<file path="src/rtl/fifo_pkg.sv">
// Shared types and constants for the banked-FIFO read side.
package fifo_pkg;

  typedef enum logic [1:0] {
    IDLE   = 2'd0,
    DRAIN0 = 2'd1,
    DRAIN1 = 2'd2
  } rd_state_e;

  localparam int unsigned BufDepth         = 2;
  localparam int unsigned DefaultDataWidth = 16;

  // Buffer entry at the default data width; the reader builds its own at DataWidth.
  typedef struct packed {
    logic                        bank;
    logic [DefaultDataWidth-1:0] data;
  } buf_entry_t;

endpackage

</file>
<file path="src/rtl/rd_skid_buf.sv">
// Two-entry output FIFO; entry0_r is always the head, so head is a plain register.
module rd_skid_buf
  import fifo_pkg::*;
#(
  parameter int unsigned Depth   = BufDepth,
  parameter type         entry_t = buf_entry_t
) (
  input  logic       clk,
  input  logic       rst,
  input  logic       push,
  input  entry_t     push_entry,
  input  logic       pop,
  output entry_t     head,
  output logic [1:0] occupancy,
  output logic       not_empty
);

  localparam logic [1:0] Full = 2'(Depth);

  entry_t     entry0_r, entry1_r;
  logic [1:0] count_r;
  logic       pop_s, push_s;

  // A pop from empty or a push into a full buffer without a pop is ignored.
  assign pop_s     = pop & (count_r != 2'd0);
  assign push_s    = push & ((count_r != Full) | pop_s);
  assign head      = entry0_r;
  assign occupancy = count_r;
  assign not_empty = (count_r != 2'd0);

  // Storage and occupancy update; entries shift toward the head on pop.
  always_ff @(posedge clk or posedge rst) begin
    if (rst) begin
      entry0_r <= '0;
      entry1_r <= '0;
      count_r  <= 2'd0;
    end else begin
      case ({push_s, pop_s})
        2'b11: begin
          if (count_r == 2'd2) begin
            entry0_r <= entry1_r;
            entry1_r <= push_entry;
          end else begin
            entry0_r <= push_entry;
          end
        end
        2'b10: begin
          if (count_r == 2'd0) begin
            entry0_r <= push_entry;
          end else begin
            entry1_r <= push_entry;
          end
          count_r <= count_r + 2'd1;
        end
        2'b01: begin
          entry0_r <= entry1_r;
          count_r  <= count_r - 2'd1;
        end
        default: begin
          count_r <= count_r;
        end
      endcase
    end
  end

endmodule

</file>
<file path="src/rtl/fifo_bank_reader.sv">
// Drains bank0 then bank1 of the banked FIFO into one valid/ready stream,
// hiding the banks' one-cycle read latency behind a two-entry buffer.
module fifo_bank_reader #(
  parameter int unsigned DataWidth  = fifo_pkg::DefaultDataWidth,
  parameter int unsigned BufDepth   = fifo_pkg::BufDepth,
  parameter int unsigned CountWidth = 32
) (
  input  logic                  clk,
  input  logic                  rst,
  input  logic                  bank0_empty,
  input  logic                  bank1_empty,
  input  logic [DataWidth-1:0]  bank0_data,
  input  logic [DataWidth-1:0]  bank1_data,
  output logic                  bank0_rd,
  output logic                  bank1_rd,
  output logic                  m_valid,
  input  logic                  m_ready,
  output logic [DataWidth-1:0]  m_data,
  output logic                  m_bank,
  output logic                  drained,
  output logic [CountWidth-1:0] word_count
);

  import fifo_pkg::*;

  typedef struct packed {
    logic                 bank;
    logic [DataWidth-1:0] data;
  } entry_t;

  rd_state_e             state_r, state_s;
  logic                  inflight_r, inflight_bank_r;
  logic                  rd0_s, rd1_s, pop_s, room_s;
  logic [1:0]            occ_s;
  logic [2:0]            pending_s;
  entry_t                push_entry_s, head_s;
  logic [CountWidth-1:0] word_count_r;

  // Room exists when the words already owed to the buffer, less this cycle's pop, leave a slot.
  assign pop_s     = m_valid & m_ready;
  assign pending_s = {1'b0, occ_s} + {2'b00, inflight_r};
  assign room_s    = (pending_s < (3'(BufDepth) + {2'b00, pop_s}));

  // Next state and read strobes; a bank is only left on a cycle with no read to it.
  always_comb begin
    state_s = state_r;
    rd0_s   = 1'b0;
    rd1_s   = 1'b0;
    case (state_r)
      IDLE: begin
        if (!bank0_empty) begin
          state_s = DRAIN0;
        end else if (!bank1_empty) begin
          state_s = DRAIN1;
        end else begin
          state_s = IDLE;
        end
      end
      DRAIN0: begin
        if (bank0_empty) begin
          state_s = bank1_empty ? IDLE : DRAIN1;
        end else begin
          rd0_s   = room_s;
          state_s = DRAIN0;
        end
      end
      DRAIN1: begin
        if (bank1_empty) begin
          state_s = bank0_empty ? IDLE : DRAIN0;
        end else begin
          rd1_s   = room_s;
          state_s = DRAIN1;
        end
      end
      default: begin
        state_s = IDLE;
      end
    endcase
  end

  // Capture the returning word from whichever bank was read last cycle.
  always_comb begin
    push_entry_s.bank = inflight_bank_r;
    if (inflight_bank_r) begin
      push_entry_s.data = bank1_data;
    end else begin
      push_entry_s.data = bank0_data;
    end
  end

  // State, in-flight tag and delivered-word counter.
  always_ff @(posedge clk or posedge rst) begin
    if (rst) begin
      state_r         <= IDLE;
      inflight_r      <= 1'b0;
      inflight_bank_r <= 1'b0;
      word_count_r    <= '0;
    end else begin
      state_r         <= state_s;
      inflight_r      <= rd0_s | rd1_s;
      inflight_bank_r <= rd1_s;
      if (pop_s) begin
        word_count_r <= word_count_r + CountWidth'(1);
      end
    end
  end

  rd_skid_buf #(
    .Depth   (BufDepth),
    .entry_t (entry_t)
  ) u_buf (
    .clk        (clk),
    .rst        (rst),
    .push       (inflight_r),
    .push_entry (push_entry_s),
    .pop        (pop_s),
    .head       (head_s),
    .occupancy  (occ_s),
    .not_empty  (m_valid)
  );

  assign bank0_rd   = rd0_s;
  assign bank1_rd   = rd1_s;
  assign m_data     = head_s.data;
  assign m_bank     = head_s.bank;
  assign word_count = word_count_r;
  assign drained    = bank0_empty & bank1_empty & ~inflight_r & (occ_s == 2'd0);

endmodule

</file>
<file path="config.mk">
export PLATFORM = sky130hd
export DESIGN_NAME = fifo_bank_reader
export DESIGN_NICKNAME = d
export VERILOG_FILES = /design/src/rtl/fifo_pkg.sv /design/src/rtl/rd_skid_buf.sv /design/src/rtl/fifo_bank_reader.sv
export SDC_FILE = /design/constraint.sdc
export NUM_CORES = 1
export LEC_CHECK = 0
export ABC_AREA = 1
export CAP_MARGIN = 25
export CORE_UTILIZATION = 45
export CTS_CLUSTER_DIAMETER = 80
export CTS_CLUSTER_SIZE = 24
export DETAILED_ROUTE_END_ITERATION = 6
export PLACE_DENSITY = 0.76
export SYNTH_ARGS = -nofsm -noshare
export SYNTH_HDL_FRONTEND = slang
export SYNTH_SLANG_ARGS = --single-unit
</file>
<file path="constraint.sdc">
create_clock -name clk -period 1.9 [get_ports clk]
set_input_delay 0.285 -clock clk [delete_from_list [all_inputs] [get_ports clk]]
set_output_delay 0.285 -clock clk [all_outputs]
set_load 0.1 [all_outputs]
</file>
After elaboration in Yosys (flattened, before gate mapping). Cells that the tools add are included.

Bits in writable memories: 0. Input bits: 37. Memories: 0. Bits in registers: 72. Word-level logic and storage cells: 60. Latch bits: 0. Memory bits (read-only): 0.

Equality and inequality tests: 10. $lt $le $gt $ge: 1. Add/sub/neg operators: 5. Div/mod/pow operators: 0. Multipliers: 0. Muxes and demuxes: 17. Bitwise gates (word level): 9. Reduce and logical (&&, ||, !) cells: 9. Shifts and indexed selects: 0.

Operators by type and width (count): two-way mux 17 bit (4); one-hot mux 17 bit (3 select lines) (1); one-hot mux 17 bit (2 select lines) (1); adder 32 x 1 -> 32 bit (second input constant) (1); two-way mux 16 bit (1); == test 2 bit (second input constant) (4); one-hot mux 2 bit (2 select lines) (2); bitwise AND 1 bit (6); two-way mux 2 bit (3); inequality test 2 bit (second input constant) (3); nonzero test 2 bit (3); two-way mux 1 bit (5); == test 2 x 1 -> 1 bit (second input constant) (2); logical NOT 2 bit (2); adder 2 x 1 -> 3 bit (1); adder 2 x 1 -> 3 bit (first input constant) (1); < comparator 3 bit (1); AND reduction 3 bit (1); nonzero test 3 bit (1); adder 2 x 1 -> 2 bit (second input constant) (1); inequality test 2 x 1 -> 1 bit (second input constant) (1); bitwise OR 1 bit (2); AND reduction 2 bit (1); OR reduction 2 bit (1); 2 further kinds (2).

Logic depth before layout (Yosys ltp). Gate-level depths: netlist of the first run.

Depth in word-level cells: 8. Depth in mapped cells: 10. Depth with buffers taken out: 9.

By module. Synthesis of the first run repeated with hierarchy kept, for this count alone.

Cells, all modules: 605. Area, all modules: 4449.3 um^2.

By module, submodules not included: fifo_bank_reader (area each 2230.9 um^2, instances 1, sequential area each 900.9 um^2, cells each 276); rd_skid_buf (area each 2218.4 um^2, instances 1, sequential area each 900.9 um^2, cells each 329).

Least setup slack after synthesis of the first run. Ideal clock, no wire load.

Kind: register -> output. Start point: reg u_buf.count_r[0], in the netlist u_buf.occupancy[0]. End point: out bank1_rd. Setup slack: -0.855 ns. Stages on the path, launching flop included: 7. Arrival: 2.470 ns. Path through: dfrtp_1 inv_2 nand2_4 nand2_4 o21ai_0 nand2_1 nor2_1.

Word-level cells in the longest chain between the ends: 6. Elaborated cells on any way between the ends: 7. Those cells by class: 2 x add/sub; 1 x order compare; 2 x mux; 1 x bitwise; 1 x reduce/logical.

RTL lines: start, declared (RTL line rd_skid_buf.sv:21) `logic [1:0] count_r;`; start signal, assigned (RTL line rd_skid_buf.sv:53) `count_r <= count_r + 2'd1;`; start signal, assigned (RTL line rd_skid_buf.sv:57) `count_r <= count_r - 2'd1;`; start signal, assigned (RTL line rd_skid_buf.sv:60) `count_r <= count_r;`; nonzero test 2 bit (RTL line rd_skid_buf.sv:29) `assign not_empty = (count_r != 2'd0);`; named net m_valid (RTL line fifo_bank_reader.sv:16) `output logic m_valid,`; bitwise AND 1 bit (RTL line fifo_bank_reader.sv:40) `assign pop_s = m_valid & m_ready;`; adder 2 x 1 -> 3 bit (RTL line fifo_bank_reader.sv:42) `assign room_s = (pending_s < (3'(BufDepth) + {2'b00, pop_s}));`; < comparator 3 bit (RTL line fifo_bank_reader.sv:42); two-way mux 1 bit (RTL line fifo_bank_reader.sv:68) `if (bank1_empty) begin`; two-way mux 1 bit (RTL line fifo_bank_reader.sv:49) `case (state_r)`; end, declared (RTL line fifo_bank_reader.sv:15) `output logic bank1_rd,`.

The timed path passes the listed nets, and every way through them passes these cells.

Worst setup path after layout of the first run.
Start point: reg u_buf.count_r[0], in the netlist u_buf.occupancy[0]. End point: out bank1_rd.

Word-level cells in the longest chain between the ends: 6. Elaborated cells on any way between the ends: 7. Those cells by class: 2 x add/sub; 1 x order compare; 2 x mux; 1 x bitwise; 1 x reduce/logical.

RTL lines (RTL line): nonzero test 2 bit (rd_skid_buf.sv:29); bitwise AND 1 bit (fifo_bank_reader.sv:40); adder 2 x 1 -> 3 bit (fifo_bank_reader.sv:42); < comparator 3 bit * (fifo_bank_reader.sv:42); two-way mux 1 bit * (fifo_bank_reader.sv:68); two-way mux 1 bit * (fifo_bank_reader.sv:49).

Every way passes the cells marked *; elsewhere a longest branch is shown, timed or not.

==> run summary, run 1 <==
slowest CP cell = dfrtp_1
Worst setup EP type = primary output
Hold Fails Final Rpt = 0
CTS tree = built
total die area = 8810 µm²
Ys Warns = 0
leading area contributor after synthesis = dfrtp_1
Inserted Diodes = 0
initial antenna violation count = 0
layout cell share with drive strength beyond 1 = 22.60%
leakage = 2.553 nW
Tmin final = 1941 ps
Synth Register Bits = 72
WS Path Type = flop to primary output
die width = 93.86 µm
Clock Tree Root = clkbuf_8
Post-synth EDFFs = 0
Cell Pwr Density = 1509 nW/µm²
CP Launch Type = flop
# H-tree levels = 3
syn nets = 539
CTS Hold Bufs = 0
final wirelength = 9401 µm
clk sinks = 72
Syn-to-layout area delta = 40.49%
most common cell in the netlist = nand2_1
cells along the critical path = ha_2 > ha_4 > o21ai_4 > nand2_4 > nor2_4 > buf_12
Max clock buf depth = 2
Final Max Slew Viols = 0
Slew @ Worst Pin = 593.0 ps
placer congestion estimate = 0.8299
worst vdd ir = 1231 µV
die height = 93.86 µm
final hold slack = 276.2 ps
Remaining Overflow, GRT = 0
Core Util, Final = 65.26%
DRC errors left = 0
final period utilization = 102.1%
Clock Latency Late Sink = 350 ps
Reg clk slew, reported paths = 80 ps
# IOs = 90
hold crit path type = primary input to async pin
f_max = 515.2 MHz
CP peak stage delay = 410 ps
Layout Skew = 6.511 ps
status = finished with violations
FILL cells = 704
initial core utilization = 46.45%
Max-Cap Viols = 0
Final Setup Violations = 2
area of the core = 8175 µm²
fin nets = 650
most instantiated cells after synthesis = nand2_1 (182), dfrtp_1 (72), nor2_1 (60)
post-synthesis cell type count = 30
Slew Limit Headroom = 60.46%
CTS Buf Count = 9
register area share after synthesis = 47.45%
first-pass GRT wire length = 15840 µm
final setup margin = -40.85 ps
Yosys top cell area share = 47.45%
drt wl/cell = 13.06 µm
Iter 0 DRT Violations = 141
FF-to-FF path depth = 8
failing checks = setup timing
Via density = 4.911
GR Util All Layers = 22.77%
largest net degree at the start of global routing = 36
Synth async-reset ratio = 100.0%
top cells by area, synth = dfrtp_1 (47%), nand2_1 (18%), nor2_1 (5.9%)
input/output buffers = 89
Synth Cell Area = 3797 µm²
Critical Path RT = 1620 ps
crit-path max FO = 3
drt first pass iters = 6
ys flop type = dfrtp_1
Avg Inst Size Synth = 7.610 µm²
via count = 3536
num rows = 33
RSZ-0062 raised after global routing = yes
HPWL after DPL = 6715 µm
vias in the first global route = 3522
antenna viol nets, final = 0
worst path arrival time = 1660 ps
Synth Instances = 499
sequential cells by signal, summed over array words and instances (netlist names):
signal,cells
word_count,32
u_buf.entry1_r,17
u_buf.head,17
state_r,2
u_buf.occupancy,2
inflight_bank_r,1
inflight_r,1
routing by layer:
layer	GRT usage (%)	up-vias	part of all wire, %
met4	7.436	0	1.2
met5	0	-	0
met2	38.87	106	47
li1	-	1784	-
met1	29.22	1634	46
met3	3.964	12	5.8
worst paths after layout:
path	start	end	slack, ps
max in group asynchronous	rst	u_buf.head[5]	1140
max	u_buf.occupancy[0]	bank1_rd	-40
min	rst	word_count[15]	280
max reg2reg	u_buf.occupancy[0]	u_buf.head[16]	100
min reg2reg	u_buf.entry1_r[11]	u_buf.entry1_r[11]	480
min in group clk	u_buf.entry1_r[11]	u_buf.entry1_r[11]	480
power by group:
group	internal, W	leakage [nW]	switching (W)	total [W]
registers	0.00200	0.891	0.000256	0.00225
clock network	0.000909	0.124	0.000584	0.00149
logic	0.00118	1.54	0.00313	0.00430
what timing repair did:
| action | in CTS | in global routing |
|---|---|---|
| setup endpoints to repair | 2 | 15 |
| setup buffers | 4 | 2 |
| pin swaps | 3 | 6 |
| gates cloned | 0 | 0 |
| resized for setup | 5 | 10 |
worst max-delay path: cells and delay by family, from the launching register on:
kind / cells / cell delay [ps]
compound gates: 1 / 70
fa+ha+maj: 2 / 420
buf+inv: 1 / 190
flops: 1 / 410
simple gates: 2 / 220
area by class of cell:
cell class	count	area, µm²	area share (%)
Inverter	50	196.4	3.682
Sequential cell	72	1828	34.26
Timing Repair Buffer	111	1119	20.97
Clock buffer	11	141.4	2.650
Tap cell	105	131.4	2.462
Multi-Input combinational cell	366	1815	34.03
Clock inverter	5	103.9	1.947
per-stage QoR:
step | TNS, ps | power [W] | cell area [µm²] | setup WS, ps | std cells
after floorplan | -350.7 | 0.005357 | 3850 | -154.1 | 499
after global placement | 0 | 0.006251 | 4985 | 39.00 | 698
after detailed placement | 0 | 0.006344 | 4985 | 1.982 | 698
after CTS | -69.28 | 0.007962 | 5281 | -55.57 | 718
after global routing | -205.8 | 0.008482 | 5335 | -110.3 | 720
final | -71.06 | 0.008050 | 5335 | -40.85 | 720
cell families after synthesis:
group | synth area share [%]
AOI/OAI and AO/OA | 5.140
xor gates and xnor gates | 5.074
adders and majority gates | 0.9886
buffers and inverters | 6.590
DFF | 47.45
muxes | 0.5272
and+or+nand+nor | 34.23
layout by cell type (no fill, tap or decap), types with 2 or more instances in the layout:
cell type / synthesis / layout
a21oi_1: 7 / 7
buf_12: 0 / 15
buf_4: 1 / 58
buf_6: 1 / 2
bufinv_16: 0 / 3
clkbuf_8: 0 / 10
clkdlybuf4s50_1: 0 / 36
dfrtp_1: 72 / 55
dfrtp_2: 0 / 15
dfrtp_4: 0 / 2
inv_1: 47 / 44
inv_2: 3 / 4
mux2i_1: 2 / 2
nand2_1: 182 / 181
nand2_4: 2 / 2
nand3_1: 26 / 25
nand3b_1: 4 / 4
nand4_1: 12 / 12
nor2_1: 60 / 57
nor2_4: 3 / 6
nor3_1: 2 / 2
o21ai_0: 24 / 23
o21ai_2: 2 / 2
or2_2: 8 / 8
xnor2_1: 12 / 12
xor2_1: 10 / 10
(Power assumes the default switching activity.)
==> inputs of run 2 (changes only) <==
- CORE_UTILIZATION: 45 -> 50
- PLACE_DENSITY: 0.76 -> 0.8
- clock period: 1.9 -> 1.8 ns (I/O delays scaled with it)
==> run summary, run 2 (synthesis gave the netlist of run 1 again) <==
status = finished with violations
failing checks = setup timing
clk sinks = 72
Layout Skew = 9.228 ps
crit-path max FO = 3
Final Max Slew Viols = 0
WS Path Type = flop to primary output
drt wl/cell = 14.94 µm
Most Crowded Layer GR = met2
Clock Tree Root = clkbuf_8
Final Setup Violations = 2
Hold Fails Final Rpt = 0
met2 GRT Util = 48.99%
die height = 89.15 µm
final period utilization = 107.5%
total die area = 7948 µm²
initial antenna violation count = 0
final setup margin = -135.3 ps
Critical Path RT = 1530 ps
Pwr Total = 0.008803 W
Slew @ Worst Pin = 484.9 ps
Remaining Overflow, GRT = 0
fin nets = 659
Max-Cap Viols = 0
antenna viol nets, final = 0
FF-to-FF path depth = 8
area of the core = 7292 µm²
HPWL after DPL = 7146 µm
DRC errors left = 0
Worst setup EP type = primary output
# H-tree levels = 3
final wirelength = 10800 µm
vias in the first global route = 3665
hold crit path type = primary input to async pin
Global Route met1 Usage = 34.45%
DP Worst Slack = -73.22 ps
placer congestion estimate = 0.9042
worst vdd ir = 1276 µV
leakage = 2.644 nW
most common cell after layout, fill and taps aside = nand2_1
f_max = 516.7 MHz
num rows = 31
Clock Latency Late Sink = 340 ps
Iter 0 DRT Violations = 174
Slew Limit Headroom = 67.64%
input/output buffers = 89
max FFs per register = 32
final hold slack = 283.7 ps
most frequent cells in the layout = nand2_1 (181), nor2_1 (56), dfrtp_1 (48)
initial core utilization = 52.08%
worst path arrival time = 1670 ps
via count = 3808
# IOs = 90
Via density = 5.267
FILL cells = 522
GR Util All Layers = 28.00%
Inserted Diodes = 0
drt first pass iters = 5
Core Util, Final = 78.05%
multi-input logic area = 1797 µm²
Tmin final = 1935 ps
Max clock buf depth = 2
first-pass GRT wire length = 16930 µm
register area = 1837 µm²
RSZ-0062 raised after global routing = yes
Cell Pwr Density = 1547 nW/µm²
CTS Buf Count = 9
die width = 89.15 µm
largest net degree at the start of global routing = 36
Reg clk slew, reported paths = 80 ps
CP Launch Type = flop
layout cell share with drive strength beyond 1 = 25.00%
met3 Track Usage GR = 4.247%
Syn-to-layout area delta = 49.88%
CTS tree = built
run 2: cell count changes in the layout (fill, tap and decap cells not counted), moves of 2 or more:
cell and change:
inv_2 -2, buf_12 +26, dfrtp_2 +7, dfrtp_1 -7, buf_4 -16, clkinvlp_4 +4
run 2: timing repair:
action                                  CTS  global route
endpoints found under the setup margin    3            22
resized for setup                         7             4
setup buffers                             6             8
pin swaps                                 3             5
hold buffers                              0             0
run 2: path summary, 6_finish.rpt:
check | to | startpoint | slack [ps]
min in group clk | state_r[1] | state_r[0] | 490
worst max register to register | u_buf.head[16] | inflight_r | 30
worst min-delay path | word_count[20] | rst | 280
max in group asynchronous | u_buf.head[10] | rst | 1000
worst max-delay path | bank1_rd | u_buf.occupancy[0] | -140
worst min register to register | state_r[1] | state_r[0] | 490
run 2: metal layers:
metal  routed length (µm)  share of wire, %  vias up
met5                    0                 0        -
li1                     -                 -     1804
met1                 4315                40     1789
met3                  800               7.4       32
met2                 5363                50      183
met4                  325               3.0        0
run 2: final cells by class:
cell class / instances / area share, %
Sequential cell: 72 / 32.27
Multi-Input combinational cell: 366 / 31.57
Timing Repair Buffer: 120 / 26.49
Inverter: 50 / 3.473
Clock buffer: 10 / 2.418
Tap cell: 99 / 2.176
Clock inverter: 6 / 1.605
run 2: worst max-delay path, stage by stage, from the launching register on:
cell and delay, ps:
dfrtp_1 420, ha_2 200, ha_4 220, o21ai_2 60
nand2_2 120, nor2_4 130, buf_12 180
run 2: stage by stage:
| stage | cells | area [µm²] | setup TNS (ps) |
|---|---|---|---|
| 2_1_floorplan | 499 | 3859 | -646.8 |
| 3_3_place_gp | 693 | 5319 | -45.72 |
| 3_5_place_dp | 693 | 5319 | -465.2 |
| 4_1_cts | 715 | 5620 | -256.8 |
| 5_1_grt | 723 | 5692 | -720.9 |
| 6_report | 723 | 5692 | -252.0 |
run 2: where the power goes:
| group | internal (W) | total [W] | switching (W) |
|---|---|---|---|
| registers | 0.00211 | 0.00245 | 0.000338 |
| logic | 0.00147 | 0.00489 | 0.00342 |
| clock network | 0.000823 | 0.00147 | 0.000647 |
| total | 0.00440 | 0.00880 | 0.00440 |
